**src/rtl/alphamission_snd_pkg.sv**
```systemverilog
// Shared types and default constants for the Alpha Mission sound-command scheduler.
package alphamission_snd_pkg;

    typedef enum logic [2:0] {
        IDLE   = 3'd0,
        SETUP  = 3'd1,
        STROBE = 3'd2,
        ACK    = 3'd3,
        DRAIN  = 3'd4
    } snd_sched_state_t;

    typedef logic [7:0] snd_cmd_t;

    localparam int DEF_DEPTH       = 8;
    localparam int DEF_SETUP_CYC   = 2;
    localparam int DEF_STROBE_CYC  = 4;
    localparam int DEF_TIMEOUT_CYC = 65535;

endpackage

```
**src/rtl/snd_cmd_fifo.sv**
```systemverilog
// Synchronous command FIFO; pointers wrap modulo DEPTH, count is one bit wider.
module snd_cmd_fifo
    import alphamission_snd_pkg::*;
#(
    parameter int DEPTH = DEF_DEPTH
) (
    input  logic                     clk,
    input  logic                     RESETn,
    input  logic                     i_push,
    input  logic                     i_pop,
    input  snd_cmd_t                 i_din,
    output snd_cmd_t                 o_dout,
    output logic                     o_full,
    output logic                     o_empty,
    output logic [$clog2(DEPTH):0]   o_count
);

    localparam int AW    = $clog2(DEPTH);
    localparam int CNT_W = AW + 1;

    snd_cmd_t         r_mem [DEPTH];
    logic [AW-1:0]    r_wp;
    logic [AW-1:0]    r_rp;
    logic [CNT_W-1:0] r_cnt;
    logic             w_wr;
    logic             w_rd;

    // A push into a full FIFO is only legal when a pop frees a slot in the same cycle.
    assign w_wr    = i_push && (!o_full || i_pop);
    assign w_rd    = i_pop && !o_empty;
    assign o_full  = (r_cnt == CNT_W'(DEPTH));
    assign o_empty = (r_cnt == {CNT_W{1'b0}});
    assign o_count = r_cnt;
    assign o_dout  = r_mem[r_rp];

    // Storage array write port.
    always_ff @(posedge clk) begin
        if (w_wr) begin
            r_mem[r_wp] <= i_din;
        end
    end

    // Pointer and occupancy bookkeeping.
    always_ff @(posedge clk) begin
        if (!RESETn) begin
            r_wp  <= {AW{1'b0}};
            r_rp  <= {AW{1'b0}};
            r_cnt <= {CNT_W{1'b0}};
        end else begin
            if (w_wr) begin
                r_wp <= r_wp + AW'(1);
            end
            if (w_rd) begin
                r_rp <= r_rp + AW'(1);
            end
            case ({w_wr, w_rd})
                2'b10:   r_cnt <= r_cnt + CNT_W'(1);
                2'b01:   r_cnt <= r_cnt - CNT_W'(1);
                default: r_cnt <= r_cnt;
            endcase
        end
    end

endmodule

```
**src/rtl/alphamission_snd_cmd_sched.sv**
```systemverilog
// Sound-command scheduler: two CPU skids, round-robin into a FIFO, MCODE/BUSY replay FSM.
// Optional BUSY watchdog enabled by defining SND_CMD_BUSY_WATCHDOG_EN.
module alphamission_snd_cmd_sched
    import alphamission_snd_pkg::*;
#(
    parameter int DEPTH       = DEF_DEPTH,
    parameter int SETUP_CYC   = DEF_SETUP_CYC,
    parameter int STROBE_CYC  = DEF_STROBE_CYC
`ifdef SND_CMD_BUSY_WATCHDOG_EN
    , parameter int TIMEOUT_CYC = DEF_TIMEOUT_CYC
`endif
) (
    input  logic       clk,
    input  logic       RESETn,
    input  logic       pause_cpu,
    input  logic       wr_a,
    input  logic [7:0] din_a,
    input  logic       wr_b,
    input  logic [7:0] din_b,
    input  logic       SND_BUSY,
    output logic [7:0] snd_data,
    output logic       MCODE,
    output logic       fifo_full,
    output logic       ovf,
    output logic       timeout
);

    localparam int CNT_W  = $clog2(DEPTH) + 1;
    localparam int PH_MAX = (SETUP_CYC > STROBE_CYC) ? SETUP_CYC : STROBE_CYC;
    localparam int PH_W   = $clog2(PH_MAX + 1);

    logic             r_skid_v_a, r_skid_v_b, r_rr_b, r_ovf, r_mcode;
    snd_cmd_t         r_skid_d_a, r_skid_d_b, r_snd_data;
    snd_sched_state_t r_state;
    logic [PH_W-1:0]  r_ph_cnt;
    logic             w_take_a, w_take_b, w_push, w_pop, w_full, w_empty;
    snd_cmd_t         w_push_d, w_dout;
    logic [CNT_W-1:0] w_count;

    // Round-robin pick between the two skids; r_rr_b set means port B is favoured.
    always_comb begin
        w_take_a = 1'b0;
        w_take_b = 1'b0;
        if (w_full) begin
            w_take_a = 1'b0;
            w_take_b = 1'b0;
        end else if (r_skid_v_a && r_skid_v_b) begin
            w_take_a = !r_rr_b;
            w_take_b = r_rr_b;
        end else begin
            w_take_a = r_skid_v_a;
            w_take_b = r_skid_v_b;
        end
        w_push   = w_take_a || w_take_b;
        w_push_d = w_take_b ? r_skid_d_b : r_skid_d_a;
    end

    // Skid registers, overflow flag and arbitration pointer.
    always_ff @(posedge clk) begin
        if (!RESETn) begin
            r_skid_v_a <= 1'b0;
            r_skid_v_b <= 1'b0;
            r_skid_d_a <= 8'h00;
            r_skid_d_b <= 8'h00;
            r_rr_b     <= 1'b0;
            r_ovf      <= 1'b0;
        end else begin
            if (wr_a) begin
                if (r_skid_v_a && !w_take_a) begin
                    r_ovf <= 1'b1;
                end else begin
                    r_skid_v_a <= 1'b1;
                    r_skid_d_a <= din_a;
                end
            end else if (w_take_a) begin
                r_skid_v_a <= 1'b0;
            end
            if (wr_b) begin
                if (r_skid_v_b && !w_take_b) begin
                    r_ovf <= 1'b1;
                end else begin
                    r_skid_v_b <= 1'b1;
                    r_skid_d_b <= din_b;
                end
            end else if (w_take_b) begin
                r_skid_v_b <= 1'b0;
            end
            if (r_skid_v_a && r_skid_v_b && w_push) begin
                r_rr_b <= w_take_a;
            end
        end
    end

    snd_cmd_fifo #(.DEPTH(DEPTH)) u_fifo (
        .clk     (clk),
        .RESETn  (RESETn),
        .i_push  (w_push),
        .i_pop   (w_pop),
        .i_din   (w_push_d),
        .o_dout  (w_dout),
        .o_full  (w_full),
        .o_empty (w_empty),
        .o_count (w_count)
    );

    assign w_pop = (r_state == IDLE) && !pause_cpu && !w_empty && !SND_BUSY;

`ifdef SND_CMD_BUSY_WATCHDOG_EN
    localparam int WD_W = $clog2(TIMEOUT_CYC + 1);
    logic [WD_W-1:0] r_wd_cnt;
    logic            r_timeout;
`endif

    // Replay FSM; pause_cpu freezes state, phase counter, watchdog and MCODE level.
    always_ff @(posedge clk) begin
        if (!RESETn) begin
            r_state    <= IDLE;
            r_ph_cnt   <= {PH_W{1'b0}};
            r_snd_data <= 8'h00;
            r_mcode    <= 1'b0;
`ifdef SND_CMD_BUSY_WATCHDOG_EN
            r_wd_cnt   <= {WD_W{1'b0}};
            r_timeout  <= 1'b0;
`endif
        end else if (!pause_cpu) begin
            case (r_state)
                IDLE: begin
                    if (w_pop) begin
                        r_snd_data <= w_dout;
                        r_ph_cnt   <= {PH_W{1'b0}};
                        r_state    <= SETUP;
                    end
                end
                SETUP: begin
                    if (r_ph_cnt == PH_W'(SETUP_CYC - 1)) begin
                        r_ph_cnt <= {PH_W{1'b0}};
                        r_mcode  <= 1'b1;
                        r_state  <= STROBE;
                    end else begin
                        r_ph_cnt <= r_ph_cnt + PH_W'(1);
                    end
                end
                STROBE: begin
                    if (r_ph_cnt == PH_W'(STROBE_CYC - 1)) begin
                        r_ph_cnt <= {PH_W{1'b0}};
                        r_mcode  <= 1'b0;
                        r_state  <= ACK;
`ifdef SND_CMD_BUSY_WATCHDOG_EN
                        r_wd_cnt <= {WD_W{1'b0}};
`endif
                    end else begin
                        r_ph_cnt <= r_ph_cnt + PH_W'(1);
                    end
                end
                ACK: begin
`ifdef SND_CMD_BUSY_WATCHDOG_EN
                    if (SND_BUSY) begin
                        r_state  <= DRAIN;
                        r_wd_cnt <= {WD_W{1'b0}};
                    end else if (r_wd_cnt == WD_W'(TIMEOUT_CYC - 1)) begin
                        r_state   <= IDLE;
                        r_timeout <= 1'b1;
                    end else begin
                        r_wd_cnt <= r_wd_cnt + WD_W'(1);
                    end
`else
                    if (SND_BUSY) begin
                        r_state <= DRAIN;
                    end
`endif
                end
                DRAIN: begin
`ifdef SND_CMD_BUSY_WATCHDOG_EN
                    if (!SND_BUSY) begin
                        r_state <= IDLE;
                    end else if (r_wd_cnt == WD_W'(TIMEOUT_CYC - 1)) begin
                        r_state   <= IDLE;
                        r_timeout <= 1'b1;
                    end else begin
                        r_wd_cnt <= r_wd_cnt + WD_W'(1);
                    end
`else
                    if (!SND_BUSY) begin
                        r_state <= IDLE;
                    end
`endif
                end
                default: begin
                    r_state <= IDLE;
                    r_mcode <= 1'b0;
                end
            endcase
        end
    end

    assign snd_data  = r_snd_data;
    assign MCODE     = r_mcode;
    assign ovf       = r_ovf;
    assign fifo_full = (w_count == CNT_W'(DEPTH));
`ifdef SND_CMD_BUSY_WATCHDOG_EN
    assign timeout   = r_timeout;
`else
    assign timeout   = 1'b0;
`endif

endmodule

```
**config.mk**
```make
export PLATFORM = sky130hd
export DESIGN_NAME = alphamission_snd_cmd_sched
export DESIGN_NICKNAME = d
export VERILOG_FILES = /design/src/rtl/alphamission_snd_pkg.sv /design/src/rtl/snd_cmd_fifo.sv /design/src/rtl/alphamission_snd_cmd_sched.sv
export SDC_FILE = /design/constraint.sdc
export NUM_CORES = 1
export LEC_CHECK = 0
export ABC_AREA = 1
export CAP_MARGIN = 40
export CORE_MARGIN = 1
export CORE_UTILIZATION = 53
export CTS_CLUSTER_DIAMETER = 200
export CTS_CLUSTER_SIZE = 40
export DETAILED_ROUTE_END_ITERATION = 7
export GPL_ROUTABILITY_DRIVEN = 0
export PLACE_DENSITY = 0.76
export SLEW_MARGIN = 30
export SYNTH_ARGS = -nofsm -noshare
export SYNTH_HDL_FRONTEND = slang
export SYNTH_SLANG_ARGS = --single-unit
```
**constraint.sdc**
```tcl
create_clock -name clk -period 1.96 [get_ports clk]
set_clock_uncertainty 0.2 [all_clocks]
set_input_delay 0.49 -clock clk [delete_from_list [all_inputs] [get_ports clk]]
set_output_delay 0.49 -clock clk [all_outputs]
set_load 0.05 [all_outputs]
```
==> summary.txt <==
Placement
  • Post-DP HPWL: between 7 and 8 mm
  • Setup WS pre-CTS: -607.9 ps
  • Port Buf Inserts: 32
  • Post-Place Cells: between 600 and 700

Detailed routing
  • First-pass detailed-route iteration total: 5
  • Total wire length: around 10 mm
  • Vias: approximately 3700
  • Antenna viol nets, final: 0
  • Routed WL per cell: 15.62 um
  • Drt via density: around 5.5
  • Starting DRT DRC Count: ~200
  • DR DRC count: 0

Floorplanning
  • Core Footprint: about 8700 um2
  • Ports: 34
  • Starting Density: between 50% and 60%
  • Die H: 96.59 um
  • Row cnt: 34
  • Die Area: between 9000 and 10000 um2
  • Die Wd: 96.59 um

Logic synthesis
  • Syn Area/Cell: roughly 9.7 um2
  • Post-synthesis cell type count: 35
  • Main flop type after synthesis: edfxtp_1
  • Synth top area share: between 40% and 50%
  • Register area share after synthesis: between 50 and 60%
  • Post-Syn Nets: between 500 and 600
  • Yosys reg bits: 109
  • Gate Count Post-Synth: about 500
  • Mapped cell area: around 4700 um2
  • Area leader, netlist: edfxtp_1
  • Synth top area cells: edfxtp_1 (41%), dfxtp_1 (19%), nor2_1 (6.3%)
  • Synth Warn #: 0
  • Async set-reset flop share out of synthesis: 0%
  • Post-synth EDFFs: between 60 and 70

Power
  • LEAKAGE: 0.002173 uW
  • Power per cell area: around 970 nW/um2
  • Max VDD drop: about 0.00045 V

Critical path
  • Critical path arrival: 2120 ps
  • Worst setup path category: flop to flop
  • Critical path capture point type: flop
  • Critical Path RT: 2020 ps
  • Critical-path maximum fanout: 3
  • Startpoint Class: flop

STA
  • Min Hold Slack: roughly 270 ps
  • RSZ-0062 raised after global routing: yes
  • Fin crit share: 104.8%
  • Final hold violations: 0
  • Final Worst Setup Slack: -93.87 ps
  • Fin. max-slew vios: 0
  • Final setup vio count: 5
  • Min Tclk post-route: a little over 2000 ps
  • FMAX: slightly below 0.5 GHz

GRT
  • Largest net degree at the start of global routing: 35
  • First-pass GRT wire length: approximately 16 mm
  • Vias in the first global route: 3365
  • Initial antenna violation count: 0
  • Total grt overflow: 0
  • Global-route usage over all layers: between 20% and 30%

Clock network
  • Sink Count: ~110
  • CTS root buf: clkbuf_8
  • Clock Tree Buf Depth: 2
  • CTS buffer count: 9
  • H-Tree Depth: 3
  • Clock slew at the register clock pins of the worst setup and hold paths: between 100 and 150 ps
  • CTS tree: yes
  • Clock latency on the worst-skew pair: ~360 ps

Flow run
  • Max-cap viol count: 0

Run status
  • Failing checks: negative setup slack
  • Run status: finished, violations left

Worst hold path
  • Worst hold path class: flop to flop

Cells and area
  • Final nets: 582
  • Most frequent cells in the layout: nor2_1 (75), edfxtp_1 (64), nand2_1 (58)
  • Area growth, synth to finish: 20.50%
  • Layout cell share with drive strength beyond 1: between 20% and 30%
  • Most common cell after layout, fill and taps aside: nor2_1
  • Final Util: about two thirds
  • Finished Layout Cells: around 660
  • # diodes: 0
## state kept, by name, indices dropped and copies added (netlist names)
signal,flops
u_fifo.r_mem,64
r_skid_d_a,8
r_skid_d_b,8
snd_data,8
u_fifo.o_count,4
r_ph_cnt,3
r_state,3
u_fifo.r_rp,3
u_fifo.r_wp,3
MCODE,1
ovf,1
r_rr_b,1
r_skid_v_a,1
r_skid_v_b,1
## cell families after synthesis
kind of cell,Yosys count,share of synthesized area (%)
compound gates,93,10.18
xor+xnor,1,0.1847
fa+ha+maj,9,2.375
buf+inv,54,5.040
flops,109,59.52
mux,8,1.900
other cells,1,0.07908
simple gates,215,20.71
## cells in the mapped netlist (8+ instances only)
master / number
o21ai_0: 43
mux2_2: 8
dfxtp_1: 45
nand2_1: 62
ha_1: 9
a21oi_1: 45
nor2_1: 79
clkbuf_1: 9
nand3_1: 51
edfxtp_1: 64
inv_1: 25
buf_2: 8
## cell type report
cell class	instances	area [um2]
tap	108	135.1
clock inverter	7	71.32
fill	664	2964
inverter	32	132.6
clock buffer	9	123.9
multi-input combinational	327	1769
timing repair buffer	72	650.6
sequential	109	2831
## what timing repair did
item / 4_1_cts / 5_1_grt
endpoints found under the setup margin: 5 / 21
buffers inserted: 5 / 2
hold buffers: 0 / 0
gates resized for setup: 17 / 22
pin swaps: 8 / 12
## routing by layer
layer | track usage [%] | share of wire [%] | up-vias
li1 | - | - | 1801
met1 | 30.82 | 43 | 1720
met2 | 38.09 | 51 | 126
met3 | 2.739 | 4.6 | 14
met4 | 6.618 | 1.4 | 0
met5 | 0 | 0 | -
## worst paths after layout
kind / startpoint / to / slack, ps / depth (start not counted)
setup / recovery: u_fifo.o_count[2] / u_fifo.o_count[2] / -90 / 13
hold / removal: r_skid_d_a[5] / r_skid_d_a[5] / 270 / 2
setup reg to reg: u_fifo.o_count[2] / u_fifo.o_count[2] / -90 / 13
hold reg to reg: r_skid_d_a[5] / r_skid_d_a[5] / 270 / 2
## where the power goes
group,internal [uW],leakage (uW),switching (uW)
Clock,600,0.000104,772
Combinational,563,0.00112,885
Sequential,2610,0.000950,98.4
Total,3770,0.00217,1750
## per-stage QoR
stage | TNS (ps) | power [uW] | area (um2)
CTS | 0 | 5410 | 5624
global route | -844.2 | 5791 | 5714
global placement | -1649 | 3960 | 5364
floorplan | -1385 | 3586 | 4767
detailed placement | -2640 | 4025 | 5364
finish | -173.7 | 5528 | 5714
## worst max-delay path, stage by stage, from the launching register on
cell      delay [ps]
dfxtp_4          390
clkinv_4          70
nand4_1          150
nand3_2          140
inv_4             80
ha_4             170
nand2_4           50
inv_2             70
nor2_4            50
ha_4             150
a21oi_2          130
xnor2_1           90
o21ai_1          130
inv_1             90
No activity file was read; power rests on OpenSTA's default activity.
